--- src/rtl/noc_flit_injector.sv ---
// noc_flit_injector: local-node transmitter that feeds one router input port.
//
// It accepts flits from a local source over a valid/ready handshake and picks
// a virtual channel for each packet. It keeps a credit counter for each VC's
// downstream buffer and only forwards a flit when the chosen VC can take it.
//
// Ports:
//   clk, rst            clock, synchronous active-high reset
//   src_data/valid      flit from the local source
//   src_ready           flit accepted this cycle (combinational)
//   flit_data/valid/vch registered flit, valid and VC select to the router
//   vc_ack              per-VC credit return (one pulse per drained flit)
//   vc_rdy              per-VC buffer not full
//   vc_lck              per-VC allocated to another packet
//   busy                a multi-flit packet is in progress
//   proto_err           sticky protocol/credit error
//   stat_flits/pkts     sent-flit and sent-packet counters (INJ_STATS_EN only)
//
// Optional feature: define INJ_STATS_EN to add the stat_flits/stat_pkts ports.
module noc_flit_injector #(
  parameter int unsigned DATA_W    = 35,
  parameter int unsigned BUF_DEPTH = 4,
  parameter int unsigned CNT_W     = $clog2(BUF_DEPTH + 1)
) (
  input  logic              clk,
  input  logic              rst,
  input  logic [DATA_W-1:0] src_data,
  input  logic              src_valid,
  output logic              src_ready,
  output logic [DATA_W-1:0] flit_data,
  output logic              flit_valid,
  output logic              flit_vch,
  input  logic [1:0]        vc_ack,
  input  logic [1:0]        vc_rdy,
  input  logic [1:0]        vc_lck,
  output logic              busy,
  output logic              proto_err
`ifdef INJ_STATS_EN
  ,
  output logic [15:0]       stat_flits,
  output logic [15:0]       stat_pkts
`endif
);

  typedef enum logic [0:0] {StIdle, StPkt} state_e;

  localparam logic [1:0] TyBody     = 2'b00;
  localparam logic [1:0] TyHead     = 2'b01;
  localparam logic [1:0] TyTail     = 2'b10;
  localparam logic [1:0] TyHeadTail = 2'b11;

  localparam logic [CNT_W-1:0] CreditMax = CNT_W'(BUF_DEPTH);

  state_e state_q, state_d;
  logic   cur_vc_q, cur_vc_d;
  logic   last_vc_q, last_vc_d;
  logic   proto_err_q;

  logic [CNT_W-1:0] credit_q [2];
  logic [CNT_W-1:0] credit_d [2];

  logic [DATA_W-1:0] flit_data_q;
  logic              flit_valid_q;
  logic              flit_vch_q;

  logic [1:0] typ;
  logic [1:0] elig;
  logic       pick_vc;
  logic       accept;
  logic       send;
  logic       send_vc;
  logic       fsm_err;
  logic       ack_ovf;

  assign typ = src_data[DATA_W-1 -: 2];

  // A VC may take a new head only if it has room and nobody else owns it.
  always_comb begin
    for (int v = 0; v < 2; v++) begin
      elig[v] = (credit_q[v] != '0) && vc_rdy[v] && !vc_lck[v];
    end
  end

  // Exactly one eligible: use it. Both eligible: alternate away from last_vc.
  always_comb begin
    if (elig == 2'b11) begin
      pick_vc = ~last_vc_q;
    end else begin
      pick_vc = elig[1];
    end
  end

  // Inside a packet the lock is ours, so only credit and ready matter.
  always_comb begin
    src_ready = 1'b0;
    if (!rst) begin
      if (state_q == StIdle) begin
        src_ready = |elig;
      end else begin
        src_ready = (credit_q[cur_vc_q] != '0) && vc_rdy[cur_vc_q];
      end
    end
  end

  assign accept = src_valid && src_ready;

  // FSM next-state and send decision.
  always_comb begin
    state_d   = state_q;
    cur_vc_d  = cur_vc_q;
    last_vc_d = last_vc_q;
    send      = 1'b0;
    send_vc   = cur_vc_q;
    fsm_err   = 1'b0;
    unique case (state_q)
      StIdle: begin
        if (accept) begin
          unique case (typ)
            TyHead: begin
              send      = 1'b1;
              send_vc   = pick_vc;
              cur_vc_d  = pick_vc;
              last_vc_d = pick_vc;
              state_d   = StPkt;
            end
            TyHeadTail: begin
              send      = 1'b1;
              send_vc   = pick_vc;
              last_vc_d = pick_vc;
            end
            default: fsm_err = 1'b1;  // stray body/tail is dropped
          endcase
        end
      end
      StPkt: begin
        if (accept) begin
          send = 1'b1;
          unique case (typ)
            TyBody: ;
            TyTail: state_d = StIdle;
            TyHead: fsm_err = 1'b1;
            TyHeadTail: begin
              fsm_err = 1'b1;
              state_d = StIdle;
            end
            default: ;
          endcase
        end
      end
      default: state_d = StIdle;
    endcase
  end

  // Credits: send decrements, ack increments, both together cancel out.
  always_comb begin
    ack_ovf = 1'b0;
    for (int v = 0; v < 2; v++) begin
      credit_d[v] = credit_q[v];
      if (send && (send_vc == 1'(v))) begin
        if (!vc_ack[v]) begin
          credit_d[v] = credit_q[v] - 1'b1;
        end
      end else if (vc_ack[v]) begin
        if (credit_q[v] == CreditMax) begin
          ack_ovf = 1'b1;  // saturate rather than wrap
        end else begin
          credit_d[v] = credit_q[v] + 1'b1;
        end
      end
    end
  end

  always_ff @(posedge clk) begin
    if (rst) begin
      state_q      <= StIdle;
      cur_vc_q     <= 1'b0;
      last_vc_q    <= 1'b1;
      proto_err_q  <= 1'b0;
      credit_q[0]  <= CreditMax;
      credit_q[1]  <= CreditMax;
      flit_data_q  <= '0;
      flit_valid_q <= 1'b0;
      flit_vch_q   <= 1'b0;
    end else begin
      state_q      <= state_d;
      cur_vc_q     <= cur_vc_d;
      last_vc_q    <= last_vc_d;
      proto_err_q  <= proto_err_q | fsm_err | ack_ovf;
      credit_q[0]  <= credit_d[0];
      credit_q[1]  <= credit_d[1];
      flit_valid_q <= send;
      if (send) begin
        flit_data_q <= src_data;
        flit_vch_q  <= send_vc;
      end
    end
  end

  assign flit_data  = flit_data_q;
  assign flit_valid = flit_valid_q;
  assign flit_vch   = flit_vch_q;
  assign busy       = (state_q == StPkt);
  assign proto_err  = proto_err_q;

`ifdef INJ_STATS_EN
  logic [15:0] stat_flits_q;
  logic [15:0] stat_pkts_q;

  // Both counters wrap naturally at 16 bits.
  always_ff @(posedge clk) begin
    if (rst) begin
      stat_flits_q <= '0;
      stat_pkts_q  <= '0;
    end else if (send) begin
      stat_flits_q <= stat_flits_q + 16'd1;
      if (typ[1]) begin
        stat_pkts_q <= stat_pkts_q + 16'd1;
      end
    end
  end

  assign stat_flits = stat_flits_q;
  assign stat_pkts  = stat_pkts_q;
`endif

endmodule
--- config.mk ---
export PLATFORM = sky130hd
export DESIGN_NAME = noc_flit_injector
export DESIGN_NICKNAME = d
export VERILOG_FILES = /design/src/rtl/noc_flit_injector.sv
export SDC_FILE = /design/constraint.sdc
export NUM_CORES = 1
export LEC_CHECK = 0
export BUFFER_PORTS_ARGS = -buffer_cell sky130_fd_sc_hd__buf_2
export CELL_PAD_IN_SITES_DETAIL_PLACEMENT = 0
export CELL_PAD_IN_SITES_GLOBAL_PLACEMENT = 1
export CORE_MARGIN = 1
export CORE_UTILIZATION = 38
export DETAILED_ROUTE_END_ITERATION = 12
export PLACE_DENSITY = 0.83
export REMOVE_ABC_BUFFERS = 1
export SYNTH_ARGS = -nofsm -noshare
export SYNTH_HDL_FRONTEND = slang
export SYNTH_SLANG_ARGS = --single-unit
--- constraint.sdc ---
create_clock -name clk -period 4.9 [get_ports clk]
set_clock_uncertainty 0.15 [all_clocks]
set_input_delay 0.735 -clock clk [delete_from_list [all_inputs] [get_ports clk]]
set_output_delay 0.735 -clock clk [all_outputs]
set_load 0.1 [all_outputs]
# Word level (Yosys, flattened, before mapping)
# Memories as Yosys holds them, arrays and structs flattened. A register that Yosys moved wholly into a read port is not among the register bits.
# Cells that the tools add are included.
dict set report classes {
  addsub 4
  order_cmp 1
  eq_ne 6
  n_mux 41
  bitwise_logic 7
  reduce_logical 18
}
# op count
set op_table {}
lappend op_table {{$mux 3} 10}
lappend op_table {{$mux 1} 28}
lappend op_table {{$reduce_bool 3->1} 3}
lappend op_table {{$logic_and 1x1->1} 8}
lappend op_table {{$add 3x1->3 const B} 2}
lappend op_table {{$eq 2x2->1 const B} 3}
lappend op_table {{$eq 3x3->1 const B} 2}
lappend op_table {{$pmux 1 s2} 3}
lappend op_table {{$reduce_and 3->1} 2}
lappend op_table {{$reduce_or 2->1} 3}
lappend op_table {{$sub 3x1->3 const B} 2}
lappend op_table {{$or 1x1->1} 4}
lappend op_table {{$not 1->1} 3}
lappend op_table {{$eq 2x1->1 const B} 1}
lappend op_table {{$logic_not 1->1} 2}
lappend op_table {{$lt 1x2->1 const B} 1}
dict set report totals {
  regBits 41
  ram_bits 6
  inputBits 44
  out_inout_bits 40
  elab_cells 85
  memories 1
}
# name words width read_ports rd_ports_with_merged_regs write_ports line_no
set memory_table {}
lappend memory_table {credit_q 2 3 3 1 2 59} ;# logic [CNT_W-1:0] credit_q [2];

# Longest topological paths before layout
dict set report depth {
  ltp_word 16
  ltp_mapped 10
  ltp_nobuf 9
}

# Worst setup path after synthesis
# No wires, ideal clock.
dict set report synth_timing {
  kind {register to output}
  start {reg state_q (netlist: busy)}
  end {out src_ready}
  arrival_time_ps 3356
  setup_slack_ps 659
  path_stages_with_launch 4
  n_path_buf 0
  path_cell_list {dfxtp_1 inv_2 or4_4 a31oi_1}
}
dict set report synth_between {
  elab_chain_cells 2
}
# element line_no
set synth_rtl {}
lappend synth_rtl {{start: declaration} 54} ;# state_e state_q, state_d;
lappend synth_rtl {{start signal: assignment} 175} ;# state_q <= StIdle;
lappend synth_rtl {{start signal: assignment} 185} ;# state_q <= state_d;
lappend synth_rtl {{$mux 1} 97} ;# if (state_q == StIdle) begin
lappend synth_rtl {{$mux 1} 96} ;# if (!rst) begin
lappend synth_rtl {{end: declaration} 29} ;# output logic src_ready,
# Every way passes these cells.

==> reports/qor.yml <==
drt:
  route.detailed.drc: 0
  ant_nets: 0
  drt_pre_antenna_iters: 4
  wl_per_cell_um: 12.5
  drtIter0Drc: 131
  viasPerCell: 5.04
  wl_mm: 4.80
  vias: 1931
min_path:
  hold_depth: 2
  hp-class: "register to register"
critical_path:
  reg2regPathDepth: 8
  critPathMaxFanout: 10
  crit_required_ps: 4940
  arrival_ps: 3270
  endpoint_kind: "register"
  cp-start-kind: "register"
  crit_type: "register to register"
layout:
  drive_gt1_share_pct: 32.2
  nNetsFinal: 356
  fillerInstances: 535
  antenna_cells: 0
  finalInstanceArea_mm2: 0.00270
  utilization_pct: 49.0
  area_growth_pct: 23.8
global_route:
  grt_max_degree: 58
  grt_overflow: 0
  grt_pass1_vias: 1712
  track_usage_pct: 16.3
  grt_pass1_wl_mm: 7.78
  antenna_found_initial: 0
timing:
  fin_tns_setup_ps: 0
  relSlewSlack_pct: 61.8
  timing.fmax_mhz: 310
  post-route-min-period_ps: 3220
  worstMarginPinSlew_ps: 573
  hold_viol_final: 0
  hold-worst-slack_ps: 330
  period_share_pct: 65.8
  maxSlewViolCount: 0
  grt_setup_unrepaired: "no"
  setup_viol: 0
floorplan:
  die_area_mm2: 0.00604
  num_rows: 27
  start_util_pct: 39.6
  die_w_um: 77.7
  core-area_mm2: 0.00551
  die_h_um: 77.7
  io_pins: 84
placed_design:
  placed_area_mm2: 0.00260
  routabilityCongestion: 0.781
  io_buffers: 83
  hpwl_mm: 3.33
run_status:
  status: "complete, no violations"
synthesis:
  yosysUniqueCellTypes: 43
  synth_area_mm2: 0.00218
  synthCells: 232
  async_flop_share_pct: 0
  ys_seq_elements: 48
  ys_seq_area_share_pct: 44.1
  synth_flop_cell: "dfxtp_1"
  syn_avg_cell_area_um2: 9.39
  synth.yosys.warnings: 0
  synth_edf_count: 0
run:
  cap_violations: 0
power_and_ir_drop:
  finalPower_mw: 0.808
  irDropWorstVdd_v: 0.000115
  cellPowerDensity_mw_per_mm2: 299
  p_leak_nw: 1.18
cts:
  cts_buffer_depth: 2
  cts_htree_levels: 2
  clock_latency_ps: 300
  holdBufCountCts: 0
  cts_resized: 0
  cts_root_buffer: "clkbuf_8"
  cts-buffers-inserted: 5
  path_clk_slew_ps: 90
  clock-sinks: 48
  postCtsSetupBuffers: 0
  cts_tree: "yes"
==> critical path, stage by stage, from the launching register on <==
cell and delay, ps:
dfxtp_1 450, inv_2 110, or4_4 590, a31oi_2 500, nand2_1 180, fa_1 430, or4_1 470, a22oi_1 170
nor2_1 60
==> metal layers <==
layer	vias up	share of wire, %	GRT usage (%)
met5	-	0	0
met4	0	1.1	5.66
met3	4	5.3	4.12
met2	62	48	27.1
met1	889	46	20.3
li1	976	-	-
==> final timing paths <==
path                       from             end  slack, ps
setup / recovery           busy  credit_q[1][2]       1680
hold / removal    flit_data[34]   flit_data[34]        330
hold reg to reg   flit_data[34]   flit_data[34]        330
setup reg to reg           busy  credit_q[1][2]       1680
==> final cells by class <==
class,instances,area (um^2),share of cell area (%)
Tap cell,72,90.1,3.34
Multi-Input combinational cell,161,1090,40.3
Timing Repair Buffer,85,430,15.9
Clock buffer,6,82.6,3.06
Inverter,9,33.8,1.25
Clock inverter,2,13.8,0.510
Sequential cell,48,961,35.6
==> flip-flops by register name, summed over array words and instances, names as in the netlist, named ones only <==
name and cells:
cur_vc_q 1, credit_q 6, flit_vch 1, last_vc_q 1, proto_err 1, busy 1
flit_valid 1, flit_data 35
==> placed cells by master (no fill, tap or decap), types with 2 or more instances in the layout <==
cell type,n
o21ai_0,5
o31ai_1,2
nor3_1,10
or4_1,3
a211o_1,2
nor2_1,44
clkbuf_8,6
or3_1,5
a211oi_1,2
o2111ai_1,2
inv_1,8
mux2i_1,35
a31oi_2,2
and3_1,2
buf_2,83
nand2b_1,3
o22ai_1,4
buf_4,2
nor2b_1,2
nand3_1,3
a31oi_1,3
nand2_1,12
dfxtp_1,48
fa_1,2
==> cells in the mapped netlist, types with 2 or more instances <==
cell / number / area (um^2)
dfxtp_1: 48 / 961
nor2_1: 44 / 165
mux2i_1: 35 / 350
nand2_1: 12 / 45.0
clkbuf_1: 10 / 37.5
nor3_1: 10 / 50.1
inv_1: 8 / 30.0
o21ai_0: 5 / 25.0
or3_1: 5 / 31.3
o22ai_1: 4 / 25.0
a31oi_1: 3 / 18.8
buf_12: 3 / 60.1
nand2b_1: 3 / 18.8
nand3_1: 3 / 15.0
or4_1: 3 / 22.5
a211o_1: 2 / 17.5
a211oi_1: 2 / 15.0
a31oi_2: 2 / 25.0
and3_1: 2 / 12.5
fa_1: 2 / 40.0
nor2b_1: 2 / 12.5
o2111ai_1: 2 / 17.5
o31ai_1: 2 / 15.0
==> kinds of logic (layout without fill, tap and decap cells) <==
kind of cell             Yosys count  count (layout)  synth area share, %
AND/OR/NAND/NOR                   89              89                 18.9
flip-flops                        48              48                 44.1
multiplexers                      36              36                 16.6
AO/OA/AOI/OAI                     34              34                 12.0
buffers and inverters             23             102                 6.54
adder cells (fa/ha/maj)            2               2                 1.84
==> per-stage QoR <==
stage / cells / worst slack [ps]
global placement: 375 / 1450
floorplan: 218 / 254
finish: 383 / 1680
CTS: 383 / 1700
global route: 383 / 1530
detailed placement: 375 / 1380
==> power breakdown <==
group          total (mW)  switching [mW]  internal [mW]
sequential          0.407         0.00631          0.400
combinational       0.153           0.114         0.0386
clock               0.249           0.133          0.116
total               0.808           0.254          0.554
(Power assumes the default switching activity.)
